File: src/rtl/eth_pkg.sv
// Shared types and constants for the Ethernet frame transmitter.
package eth_pkg;

    localparam int MAC_W  = 48;
    localparam int BEAT_W = 64;
    localparam int TYPE_W = 16;
    localparam int CRC_W  = 32;

    // CRC-32 generator polynomial (normal, non-reflected form), default seed
    // and the final XOR applied to the register before it goes on the wire.
    localparam logic [CRC_W-1:0] CRC32_POLY   = 32'h04C1_1DB7;
    localparam logic [CRC_W-1:0] CRC32_INIT   = 32'hFFFF_FFFF;
    localparam logic [CRC_W-1:0] CRC32_XOROUT = 32'hFFFF_FFFF;

    // Transmit sequencer states.
    typedef enum logic [2:0] {
        IDLE    = 3'd0,
        HDR0    = 3'd1,
        HDR1    = 3'd2,
        PAYLOAD = 3'd3,
        CRC     = 3'd4
    } tx_state_t;

    // First header beat: full destination MAC plus the top 16 bits of source.
    function automatic logic [BEAT_W-1:0] hdr0_beat(input logic [MAC_W-1:0] dst,
                                                    input logic [MAC_W-1:0] src);
        return {dst, src[47:32]};
    endfunction

    // Second header beat: rest of source MAC, type field, zero padding.
    function automatic logic [BEAT_W-1:0] hdr1_beat(input logic [MAC_W-1:0]  src,
                                                    input logic [TYPE_W-1:0] etype);
        return {src[31:0], etype, 16'h0000};
    endfunction

endpackage

File: src/rtl/eth_frame_tx_if.sv
// Descriptor, payload and frame-output signals of the frame transmitter.
// Handshake: a payload word moves on a rising edge where plVld & plRdy are
// both high; plRdy never depends on plVld. Frame beats on outData are valid
// while outVld is high, marked by outSop (first) and outEop (last).
interface eth_frame_tx_if #(
    parameter int LEN_W = 8
);
    import eth_pkg::*;

    logic                start;
    logic [MAC_W-1:0]    dstAddr;
    logic [MAC_W-1:0]    srcAddr;
    logic [TYPE_W-1:0]   etherType;
    logic [LEN_W-1:0]    payloadLen;
    logic [BEAT_W-1:0]   plData;
    logic                plVld;
    logic                plRdy;
    logic [BEAT_W-1:0]   outData;
    logic                outSop;
    logic                outEop;
    logic                outVld;
    logic                busy;
    logic                underrunErr;

    // Frame source side: issues descriptors, supplies payload, sees frames.
    modport master (
        output start, dstAddr, srcAddr, etherType, payloadLen, plData, plVld,
        input  plRdy, outData, outSop, outEop, outVld, busy, underrunErr
    );

    // Transmitter side.
    modport slave (
        input  start, dstAddr, srcAddr, etherType, payloadLen, plData, plVld,
        output plRdy, outData, outSop, outEop, outVld, busy, underrunErr
    );

endinterface

File: src/rtl/eth_crc32_d64.sv
// Combinational CRC-32 step over one 64-bit beat, bit 63 shifted in first,
// no reflection. Output is the raw register value (no final XOR).
module eth_crc32_d64
    import eth_pkg::*;
(
    input  logic [CRC_W-1:0]  crc_i,
    input  logic [BEAT_W-1:0] data_i,
    output logic [CRC_W-1:0]  crc_o
);

    // Unrolled serial LFSR: 64 shift steps, MSB of the beat first.
    always_comb begin
        logic [CRC_W-1:0] c;
        logic             fb;
        c = crc_i;
        for (int i = BEAT_W - 1; i >= 0; i--) begin
            fb = c[CRC_W-1] ^ data_i[i];
            c  = {c[CRC_W-2:0], 1'b0};
            if (fb) begin
                c = c ^ CRC32_POLY;
            end
        end
        crc_o = c;
    end

endmodule

File: src/rtl/eth_frame_tx.sv
// Ethernet frame transmitter: sends a two-beat MAC header, payloadLen payload
// words taken over a valid/ready port, then a CRC-32 trailer beat. A payload
// stall inside a frame aborts it with an inverted CRC and an error pulse.
module eth_frame_tx
    import eth_pkg::*;
#(
    parameter int               LEN_W    = 8,
    parameter logic [CRC_W-1:0] CRC_INIT = CRC32_INIT
) (
    input  logic          clk,
    input  logic          resetN,
    eth_frame_tx_if.slave tx,
    output tx_state_t     state_o
);

    tx_state_t           state_q, state_d;
    logic [LEN_W-1:0]    cnt_q, cnt_d;
    logic [CRC_W-1:0]    crc_q, crc_d;
    logic [BEAT_W-1:0]   data_q, data_d;
    logic                sop_q, sop_d;
    logic                eop_q, eop_d;
    logic                vld_q, vld_d;
    logic                busy_q, busy_d;
    logic                uerr_q, uerr_d;

    logic [MAC_W-1:0]    dst_q;
    logic [MAC_W-1:0]    src_q;
    logic [TYPE_W-1:0]   type_q;
    logic                lat_en;

    logic [BEAT_W-1:0]   beat;
    logic [CRC_W-1:0]    crc_nxt;

    // Select the beat the current state would emit, so the CRC can fold it in.
    always_comb begin
        beat = hdr0_beat(dst_q, src_q);
        case (state_q)
            HDR1:    beat = hdr1_beat(src_q, type_q);
            PAYLOAD: beat = tx.plData;
            default: beat = hdr0_beat(dst_q, src_q);
        endcase
    end

    eth_crc32_d64 u_crc (
        .crc_i  (crc_q),
        .data_i (beat),
        .crc_o  (crc_nxt)
    );

    // Next-state and registered-output logic; each state loads its beat into
    // the output register on the edge that leaves it.
    always_comb begin
        state_d = state_q;
        cnt_d   = cnt_q;
        crc_d   = crc_q;
        data_d  = data_q;
        sop_d   = 1'b0;
        eop_d   = 1'b0;
        vld_d   = 1'b0;
        busy_d  = busy_q;
        uerr_d  = 1'b0;
        lat_en  = 1'b0;
        case (state_q)
            IDLE: begin
                if (tx.start) begin
                    lat_en  = 1'b1;
                    cnt_d   = tx.payloadLen;
                    crc_d   = CRC_INIT;
                    busy_d  = 1'b1;
                    state_d = HDR0;
                end
            end
            HDR0: begin
                data_d  = beat;
                sop_d   = 1'b1;
                vld_d   = 1'b1;
                crc_d   = crc_nxt;
                state_d = HDR1;
            end
            HDR1: begin
                data_d  = beat;
                vld_d   = 1'b1;
                crc_d   = crc_nxt;
                state_d = (cnt_q == '0) ? CRC : PAYLOAD;
            end
            PAYLOAD: begin
                if (cnt_q == '0) begin
                    // Unreachable in normal flow; never wrap the count.
                    state_d = CRC;
                end else if (tx.plVld) begin
                    data_d = beat;
                    vld_d  = 1'b1;
                    crc_d  = crc_nxt;
                    cnt_d  = cnt_q - LEN_W'(1);
                    if (cnt_q == LEN_W'(1)) begin
                        state_d = CRC;
                    end
                end else begin
                    // Underrun: close the frame with a deliberately wrong CRC.
                    data_d  = {32'h0, ~(crc_q ^ CRC32_XOROUT)};
                    eop_d   = 1'b1;
                    vld_d   = 1'b1;
                    uerr_d  = 1'b1;
                    busy_d  = 1'b0;
                    crc_d   = CRC_INIT;
                    state_d = IDLE;
                end
            end
            CRC: begin
                data_d  = {32'h0, crc_q ^ CRC32_XOROUT};
                eop_d   = 1'b1;
                vld_d   = 1'b1;
                busy_d  = 1'b0;
                crc_d   = CRC_INIT;
                state_d = IDLE;
            end
            default: begin
                busy_d  = 1'b0;
                crc_d   = CRC_INIT;
                state_d = IDLE;
            end
        endcase
    end

    // State, counter, CRC and output registers with asynchronous reset.
    always_ff @(posedge clk or negedge resetN) begin
        if (!resetN) begin
            state_q <= IDLE;
            cnt_q   <= '0;
            crc_q   <= CRC_INIT;
            data_q  <= '0;
            sop_q   <= 1'b0;
            eop_q   <= 1'b0;
            vld_q   <= 1'b0;
            busy_q  <= 1'b0;
            uerr_q  <= 1'b0;
        end else begin
            state_q <= state_d;
            cnt_q   <= cnt_d;
            crc_q   <= crc_d;
            data_q  <= data_d;
            sop_q   <= sop_d;
            eop_q   <= eop_d;
            vld_q   <= vld_d;
            busy_q  <= busy_d;
            uerr_q  <= uerr_d;
        end
    end

    // Descriptor capture when a start is accepted in IDLE.
    always_ff @(posedge clk or negedge resetN) begin
        if (!resetN) begin
            dst_q  <= '0;
            src_q  <= '0;
            type_q <= '0;
        end else if (lat_en) begin
            dst_q  <= tx.dstAddr;
            src_q  <= tx.srcAddr;
            type_q <= tx.etherType;
        end
    end

    assign tx.plRdy       = (state_q == PAYLOAD) && (cnt_q != '0);
    assign tx.outData     = data_q;
    assign tx.outSop      = sop_q;
    assign tx.outEop      = eop_q;
    assign tx.outVld      = vld_q;
    assign tx.busy        = busy_q;
    assign tx.underrunErr = uerr_q;
    assign state_o        = state_q;

endmodule
File: src/flat_wrapper.sv
// flat-port wrapper written by rule: the top's interface ports become plain ports
module eth_frame_tx_flat import eth_pkg::*;
#(
    parameter int               LEN_W    = 8,
    parameter logic [CRC_W-1:0] CRC_INIT = CRC32_INIT
)
  (clk, resetN, state_o, tx_start, tx_dstAddr, tx_srcAddr, tx_etherType, tx_payloadLen, tx_plData, tx_plVld, tx_plRdy, tx_outData, tx_outSop, tx_outEop, tx_outVld, tx_busy, tx_underrunErr);
  eth_frame_tx_if #(.LEN_W(LEN_W)) tx_i ();
  input  logic clk;
  input  logic resetN;
  output tx_state_t state_o;
  input wire logic [$bits(tx_i.start)-1:0] tx_start;
  input wire logic [$bits(tx_i.dstAddr)-1:0] tx_dstAddr;
  input wire logic [$bits(tx_i.srcAddr)-1:0] tx_srcAddr;
  input wire logic [$bits(tx_i.etherType)-1:0] tx_etherType;
  input wire logic [$bits(tx_i.payloadLen)-1:0] tx_payloadLen;
  input wire logic [$bits(tx_i.plData)-1:0] tx_plData;
  input wire logic [$bits(tx_i.plVld)-1:0] tx_plVld;
  output wire logic [$bits(tx_i.plRdy)-1:0] tx_plRdy;
  output wire logic [$bits(tx_i.outData)-1:0] tx_outData;
  output wire logic [$bits(tx_i.outSop)-1:0] tx_outSop;
  output wire logic [$bits(tx_i.outEop)-1:0] tx_outEop;
  output wire logic [$bits(tx_i.outVld)-1:0] tx_outVld;
  output wire logic [$bits(tx_i.busy)-1:0] tx_busy;
  output wire logic [$bits(tx_i.underrunErr)-1:0] tx_underrunErr;
  assign tx_i.start = tx_start;
  assign tx_i.dstAddr = tx_dstAddr;
  assign tx_i.srcAddr = tx_srcAddr;
  assign tx_i.etherType = tx_etherType;
  assign tx_i.payloadLen = tx_payloadLen;
  assign tx_i.plData = tx_plData;
  assign tx_i.plVld = tx_plVld;
  assign tx_plRdy = tx_i.plRdy;
  assign tx_outData = tx_i.outData;
  assign tx_outSop = tx_i.outSop;
  assign tx_outEop = tx_i.outEop;
  assign tx_outVld = tx_i.outVld;
  assign tx_busy = tx_i.busy;
  assign tx_underrunErr = tx_i.underrunErr;
  eth_frame_tx #(.LEN_W(LEN_W), .CRC_INIT(CRC_INIT)) u_core (.clk(clk), .resetN(resetN), .tx(tx_i), .state_o(state_o));
endmodule
File: config.mk
export PLATFORM = sky130hd
export DESIGN_NAME = eth_frame_tx_flat
export DESIGN_NICKNAME = d
export VERILOG_FILES = /design/src/rtl/eth_pkg.sv /design/src/rtl/eth_frame_tx_if.sv /design/src/rtl/eth_crc32_d64.sv /design/src/rtl/eth_frame_tx.sv /design/src/flat_wrapper.sv
export SDC_FILE = /design/constraint.sdc
export NUM_CORES = 1
export LEC_CHECK = 0
export ABC_AREA = 0
export CAP_MARGIN = 15
export CORE_ASPECT_RATIO = 0.9
export CORE_MARGIN = 2
export CORE_UTILIZATION = 57
export CTS_BUF_LIST = sky130_fd_sc_hd__clkbuf_8
export DETAILED_ROUTE_END_ITERATION = 10
export PLACE_DENSITY_LB_ADDON = 0.3
export SYNTH_ARGS = -nofsm -noshare
export SYNTH_HDL_FRONTEND = slang
export SYNTH_SLANG_ARGS = --single-unit
File: constraint.sdc
create_clock -name clk -period 9.91 [get_ports clk]
set_clock_uncertainty 0.15 [all_clocks]
set_input_delay 1.4865 -clock clk [delete_from_list [all_inputs] [get_ports clk]]
set_output_delay 1.4865 -clock clk [all_outputs]
set_load 0.02 [all_outputs]
Word level (Yosys, flattened, before mapping). Index checks and enable logic that the tools add are counted.

Output and inout bits: 73. Input port bits: 188. Latch bits: 0. Memories: 0. Bits in read-only memories: 0. RAM bits: 0. Register bits after elaboration: 224.

$mul: 0. Muxes and demuxes: 95. Bitwise operators: 131. Shift-type cells: 0. Order comparisons: 0. Reduce and logical (&&, ||, !) cells: 13. Div/mod/pow operators: 0. $add $sub $neg: 1. Equality and inequality tests: 10.

Operator list (count): two-way mux 27 bit (64); NOT 14 bit (64); case mux 64 bit (3 select lines) (1); two-way mux 64 bit (2); case mux 64 bit (2 select lines) (1); two-way mux 32 bit (3); case mux 32 bit (3 select lines) (1); NOT 32 bit (2); bitwise XOR 1 bit (64); two-way mux 8 bit (3); case mux 8 bit (2 select lines) (1); two-way mux 3 bit (5); case mux 3 bit (4 select lines) (1); two-way mux 1 bit (10); == test 8 x 1 -> 1 bit, second input constant (1); logical NOT 8 bit (1); != test 2 bit, second input constant (4); AND reduction 4 bit (2); nonzero test 8 bit (1); subtractor 8 x 1 -> 8 bit, second input constant (1); == test 3 x 2 -> 1 bit, second input constant (2); AND reduction 2 bit (3); != test 4 x 2 -> 1 bit, second input constant (1); case mux 1 bit (2 select lines) (2); 10 further kinds (10).

Longest topological paths before layout. Gate-level depths: netlist of the first run.

Depth in word-level cells: 133. Mapped depth: 23. Mapped depth without buffers: 16.

Cells and area by module. Synthesis of the first run repeated with hierarchy kept, for this count alone.

Cell total of the unflattened synthesis: 1559. Area, all modules: 18128.6 µm².

Modules (own cells, without submodules): eth_frame_tx (seq. area each 5645.4 µm², cells an instance 1038, instances 1, area each 11081.9 µm²); eth_crc32_d64 (seq. area each 0.0 µm², cells an instance 521, instances 1, area each 7046.8 µm²).

Worst setup path after synthesis of the first run. No wires, ideal clock.

Path kind: input -> register. From: input tx_plData[58]. To: register u_core.crc_q[8]. Library setup time: 80 ps. Data required time: 9680 ps. Stages on the path: 16. Slack: 2265 ps. Data arrival time: 7415 ps. Cells stage by stage: mux2_2 > mux2i_1 > xnor3_1 > xor2_1 > xnor3_1 > xnor2_1 > xnor3_1 > xor2_2 > xnor3_2 > xnor2_2 > xnor2_1 > xnor3_1 > xnor3_2 > xnor3_2 > xnor3_1 > o22a_1.

Word-level cells in the longest chain between the ends: 78. Elaborated cells on any way between the ends: 163. Those cells by class: mux (63); bitwise (100).

RTL lines: from (decl) (line flat_wrapper.sv:17) `input wire logic [$bits(tx_i.plData)-1:0] tx_plData;`; case mux 64 bit (2 select lines) (*) (line eth_frame_tx.sv:37) `case (state_q)`; bitwise XOR 1 bit (*) (line eth_crc32_d64.sv:17) `fb = c[CRC_W-1] ^ data_i[i];`; two-way mux 27 bit (*) (line eth_crc32_d64.sv:19) `if (fb) begin`; NOT 14 bit (no source line); two-way mux 27 bit (line eth_crc32_d64.sv:19); NOT 14 bit (no source line) or two-way mux 27 bit (tied branches); two-way mux 27 bit or NOT 14 bit (tied branches); two-way mux 27 bit (line eth_crc32_d64.sv:19); (+62 left out); two-way mux 27 bit (line eth_crc32_d64.sv:19); NOT 14 bit (no source line) or bitwise XOR 1 bit (tied branches); two-way mux 27 bit (line eth_crc32_d64.sv:19); NOT 14 bit (no source line); two-way mux 27 bit (*) (line eth_crc32_d64.sv:19); two-way mux 32 bit (line eth_frame_tx.sv:90) `end else if (tx.plVld) begin`; two-way mux 32 bit (line eth_frame_tx.sv:87) `if (cnt_q == '0) begin`; case mux 32 bit (3 select lines) (*) (line eth_frame_tx.sv:63) `case (state_q)`; to (signal assigned) (line eth_frame_tx.sv:140) `crc_q <= crc_d;`; to (decl) (line eth_frame_tx.sv:18) `logic [CRC_W-1:0] crc_q, crc_d;`.

Mark *: on every way between the ends. The rest lies on a longest branch, timed or not. The select of a mux whose other input is x is not followed. A chain may end at the register's enable or synchronous reset.

Worst setup path in the final report of the first run.
From: register u_core.state_q[1], in the netlist u_core.state_o[1]. To: register u_core.crc_q[7].

Word-level cells in the longest chain between the ends: 87. Elaborated cells on any way between the ends: 198. Those cells by class: eq/ne (5); mux (68); bitwise (122); reduce/logical (3).

RTL lines: from (decl) (line eth_frame_tx.sv:16) `tx_state_t state_q, state_d;`; from (signal assigned) (line eth_frame_tx.sv:138) `state_q <= state_d;`; == test 3 x 2 -> 1 bit (line eth_frame_tx.sv:37, eth_frame_tx.sv:63); case mux 64 bit (2 select lines) (line eth_frame_tx.sv:37); bitwise XOR 1 bit (line eth_crc32_d64.sv:17); two-way mux 27 bit (line eth_crc32_d64.sv:19); NOT 14 bit (no source line) or two-way mux 27 bit (tied branches); two-way mux 27 bit or NOT 14 bit (tied branches); NOT 14 bit (no source line) or two-way mux 27 bit (tied branches); two-way mux 27 bit or NOT 14 bit (tied branches); (+71 left out); NOT 14 bit (no source line) or two-way mux 27 bit (tied branches); two-way mux 27 bit or NOT 14 bit (tied branches); two-way mux 27 bit (line eth_crc32_d64.sv:19); NOT 14 bit (no source line) or bitwise XOR 1 bit (tied branches); two-way mux 27 bit (line eth_crc32_d64.sv:19); two-way mux 32 bit (line eth_frame_tx.sv:90); two-way mux 32 bit (line eth_frame_tx.sv:87); case mux 32 bit (3 select lines) (line eth_frame_tx.sv:63).

Several ways; a longest one is shown, not always the timed one. The select of a mux whose other input is x is not followed.

==> results of run 1 <==
## through the flow
| step | area (um^2) | utilization | std cells | hold slack [ps] | setup slack, ps |
|---|---|---|---|---|---|
| 2_1_floorplan | 17370 | - | 1441 | 321.0 | 2265 |
| 3_3_place_gp | 20300 | 0.6777 | 2043 | 310.7 | 1049 |
| 3_5_place_dp | 20300 | 0.6777 | 2043 | 318.4 | 1026 |
| 4_1_cts | 21050 | 0.7027 | 2113 | 329.0 | 1398 |
| 5_1_grt | 21050 | 0.7027 | 2113 | 349.9 | 1006 |
| 6_report | 21050 | 0.7028 | 2114 | 327.7 | 1420 |
## layout make-up
cell class                 instances  area [um^2]
timing repair buffer             277         2735
clock buffer                      46        633.1
antenna                            1        2.502
fill                            2157         8904
clock inverter                    24        115.1
sequential                       224         5649
tap                              403        504.2
multi-input combinational       1132        11380
inverter                           7        26.28
## Yosys cell counts (2+ instances only)
library cell and count:
xnor2_1 222, dfrtp_1 192, mux2_2 141, o21ai_0 136, xnor3_1 123, xor2_1 102
nand2_1 72, a21oi_1 65, clkbuf_1 55, nor2_1 49, mux2i_1 47, dfstp_2 32
o211ai_1 30, xnor2_2 18, and3_1 17, xor3_1 15, xnor3_2 13, buf_1 12
o22a_1 12, a211oi_1 8, nor3_1 8, xnor2_4 8, inv_1 7, xor2_2 7
buf_4 5, a21o_1 4, a22oi_1 4, buf_2 3, ha_1 3, nand3_1 3
xor2_4 3, a31oi_1 2, and2_1 2, buf_6 2, nor3b_1 2, nor4_1 2
## routing by layer
layer | part of all wire | vias up | wire length (um)
li1 | - | 5499 | -
met3 | 0.098 | 81 | 5120
met5 | 0 | - | 0
met1 | 0.41 | 6215 | 21680
met2 | 0.46 | 621 | 24290
met4 | 0.027 | 0 | 1399
## cells by family after synthesis
kind of cell,Yosys count,synth area share
xor gates and xnor gates,513,0.4049
adders and majority gates,3,0.002161
DFF,224,0.3250
buffers and inverters,85,0.02117
and+or+nand+nor,162,0.04040
AOI/OAI and AO/OA,264,0.08585
muxes,190,0.1206
## worst max path at each step
| stage | to | slack (ps) | cells after the start |
|---|---|---|---|
| 3_3_place_gp | u_core.crc_q[7] | 1050 | 17 |
| 3_5_place_dp | u_core.crc_q[14] | 1030 | 17 |
| 4_1_cts | u_core.crc_q[14] | 1400 | 16 |
| 6_report | u_core.crc_q[7] | 1420 | 16 |
| 5_1_grt | u_core.crc_q[7] | 1010 | 16 |
| 2_1_floorplan | u_core.crc_q[8] | 2270 | 16 |
## worst reg2reg max path: cells and delay by family (launching register included)
family	cells	cell delay, ps
and+or+nand+nor	1	890
AOI/OAI and AO/OA	1	190
DFF	1	640
xor gates and xnor gates	13	6210
muxes	1	350
## sequential cells by signal, summed over array words and instances, names as in the netlist, 3 cells and up
| register | flops |
|---|---|
| u_core.state_o | 3 |
| u_core.cnt_q | 8 |
| u_core.tx.outData | 64 |
| u_core.dst_q | 48 |
| u_core.src_q | 48 |
| u_core.crc_q | 32 |
| u_core.type_q | 16 |
==> impl_metrics.json, run 1 <==
{
  "timing.setup.tns_ps": 0,
  "synth_top_cell_area_share": 0.2766,
  "setup-violations-final": 0,
  "worstPathRequired_ps": 10250,
  "residual_drc_count": 0,
  "post_route_cells_drive_above_1_share": 0.1784,
  "finalWirelength_um": 52490,
  "worst_r2r_end": "u_core.crc_q[7]",
  "cts.path.max_buffers": 3,
  "design.portCount": 261,
  "io_buffers": 260,
  "whs_path_depth": 2,
  "cts_hold_buffers": 0,
  "final_antenna_net_count": 0,
  "finalHoldViolations": 0,
  "overflow": 0,
  "grt_use_met2": 0.5355,
  "final_nets": 1872,
  "place.gp.congestion": 1.023,
  "rsz0062_at_grt": "false",
  "crit_path_end_kind": "register",
  "cp_common_cell": "xnor3_1",
  "ys_top_cells_by_area": "dfrtp_1, xnor3_1, xnor2_1, mux2_2, xor2_1",
  "syn_avg_cell_area_um2": 12.06,
  "hold_start": "u_core.tx.outData[38]",
  "first_pass_grt_wire_length_um": 79410,
  "numClockSinks": 224,
  "synth-main-ff-cell": "dfrtp_1",
  "synth-async-reset-ratio": 1.000,
  "synth_edf_count": 0,
  "critPathLaunch": "u_core.state_o[1]",
  "max_stage_delay_ps": 890,
  "ys_ff_latch": 224,
  "cp_top_family": "XOR/XNOR gates",
  "holdPathEnd": "u_core.tx.outData[38]",
  "syn-num-nets": 1632,
  "grt_antenna_before_repair": 1,
  "post_synth_instance_area_mm2": 0.01737,
  "yosys.cell_types.count": 51,
  "slew-limit-headroom": 0.2406,
  "timing.setup.critical_path_class": "register to register",
  "crit-reg2reg-launch": "u_core.state_o[1]",
  "core_mm2": 0.02995,
  "globalRoute.busiestLayer": "met2",
  "grt_max_degree": 99,
  "synth.yosys.seq_area_share": 0.3250,
  "chipHeight_um": 169.6,
  "synth-warning-count": 0,
  "grtUsageTotal": 0.3349,
  "die_area_mm2": 0.03189,
  "worstHoldPathType": "register to register",
  "critical_path.n_buffers_inverters": 0,
  "yosys.area.top_type": "dfrtp_1",
  "std_cell_rows": 60,
  "numCtsBuffers": 39,
  "cts_setup_buffers": 0,
  "global_route.usage.met1": 0.4620,
  "die_width_um": 188.0,
  "start_kind": "register",
  "final_cell_mix": "clkdlybuf4s50_1, xnor2_1, dfrtp_1",
  "drt_first_iter_violations": 1063,
  "cts-root-buf": "clkbuf_8",
  "crit_chain": "and2b_2 -> mux2i_1 -> xnor2_2 -> xor2_1 -> xnor3_1 -> xnor2_1 -> xnor3_1 -> xor2_2 -> xnor3_2 -> xnor2_2 -> xnor2_1 -> xnor3_1 -> xnor3_2 -> xnor2_1 -> xnor3_1 -> o22a_1",
  "syn_inst": 1441,
  "post_cts_resized": 0,
  "outcome": "finished, final reports clean",
  "cpMaxStageDelayCell": "and2b_2",
  "grt_pass1_vias": 12735,
  "post-dp-hpwl_um": 40750,
  "clock_latency_ps": 570,
  "first_pass_iters": 5,
  "register_clock_pin_slew_on_the_reported_worst_setup_and_hold_paths_ps": 60,
  "final_worst_path_period_need_ps": 8490,
  "timing.final.crit_share": 0.8567,
  "tightestPinTransition_ps": 1139,
  "max_cap_violations": 0,
  "htree_num_levels": 2,
  "arrival_ps": 8830,
  "effective_utilization_at_floorplan": 0.5800,
  "r2r_cells": 16,
  "worstPathMaxFanout": 30,
  "timing.final.max_slew_violations": 0,
  "cts_tree": "built",
  "mostFrequentLayoutCell": "clkdlybuf4s50_1",
  "post_drt_wl_per_cell_um": 24.83,
  "fmax_mhz": 117.8,
  "timing.reg2reg.setup_slack_ps": 1420,
  "flow.area_growth_from_synthesis_pct": 21.17,
  "grt_use_met3": 0.07465,
  "dr_total_vias": 12416,
  "avgViaCountPerCell": 5.873
}
Power of run 1 is left out: the tool's default activity adds up to more than one toggle a clock period on the data nets, which glitch-free logic cannot reach.
==> inputs of run 2 (changes only) <==
Settings changed: HOLD_SLACK_MARGIN set to 0.03.
==> results of run 2 <==
Same layout as run 1: the final DEF is identical, and so are final timing and power.
Power of run 2 is left out for the same reason.
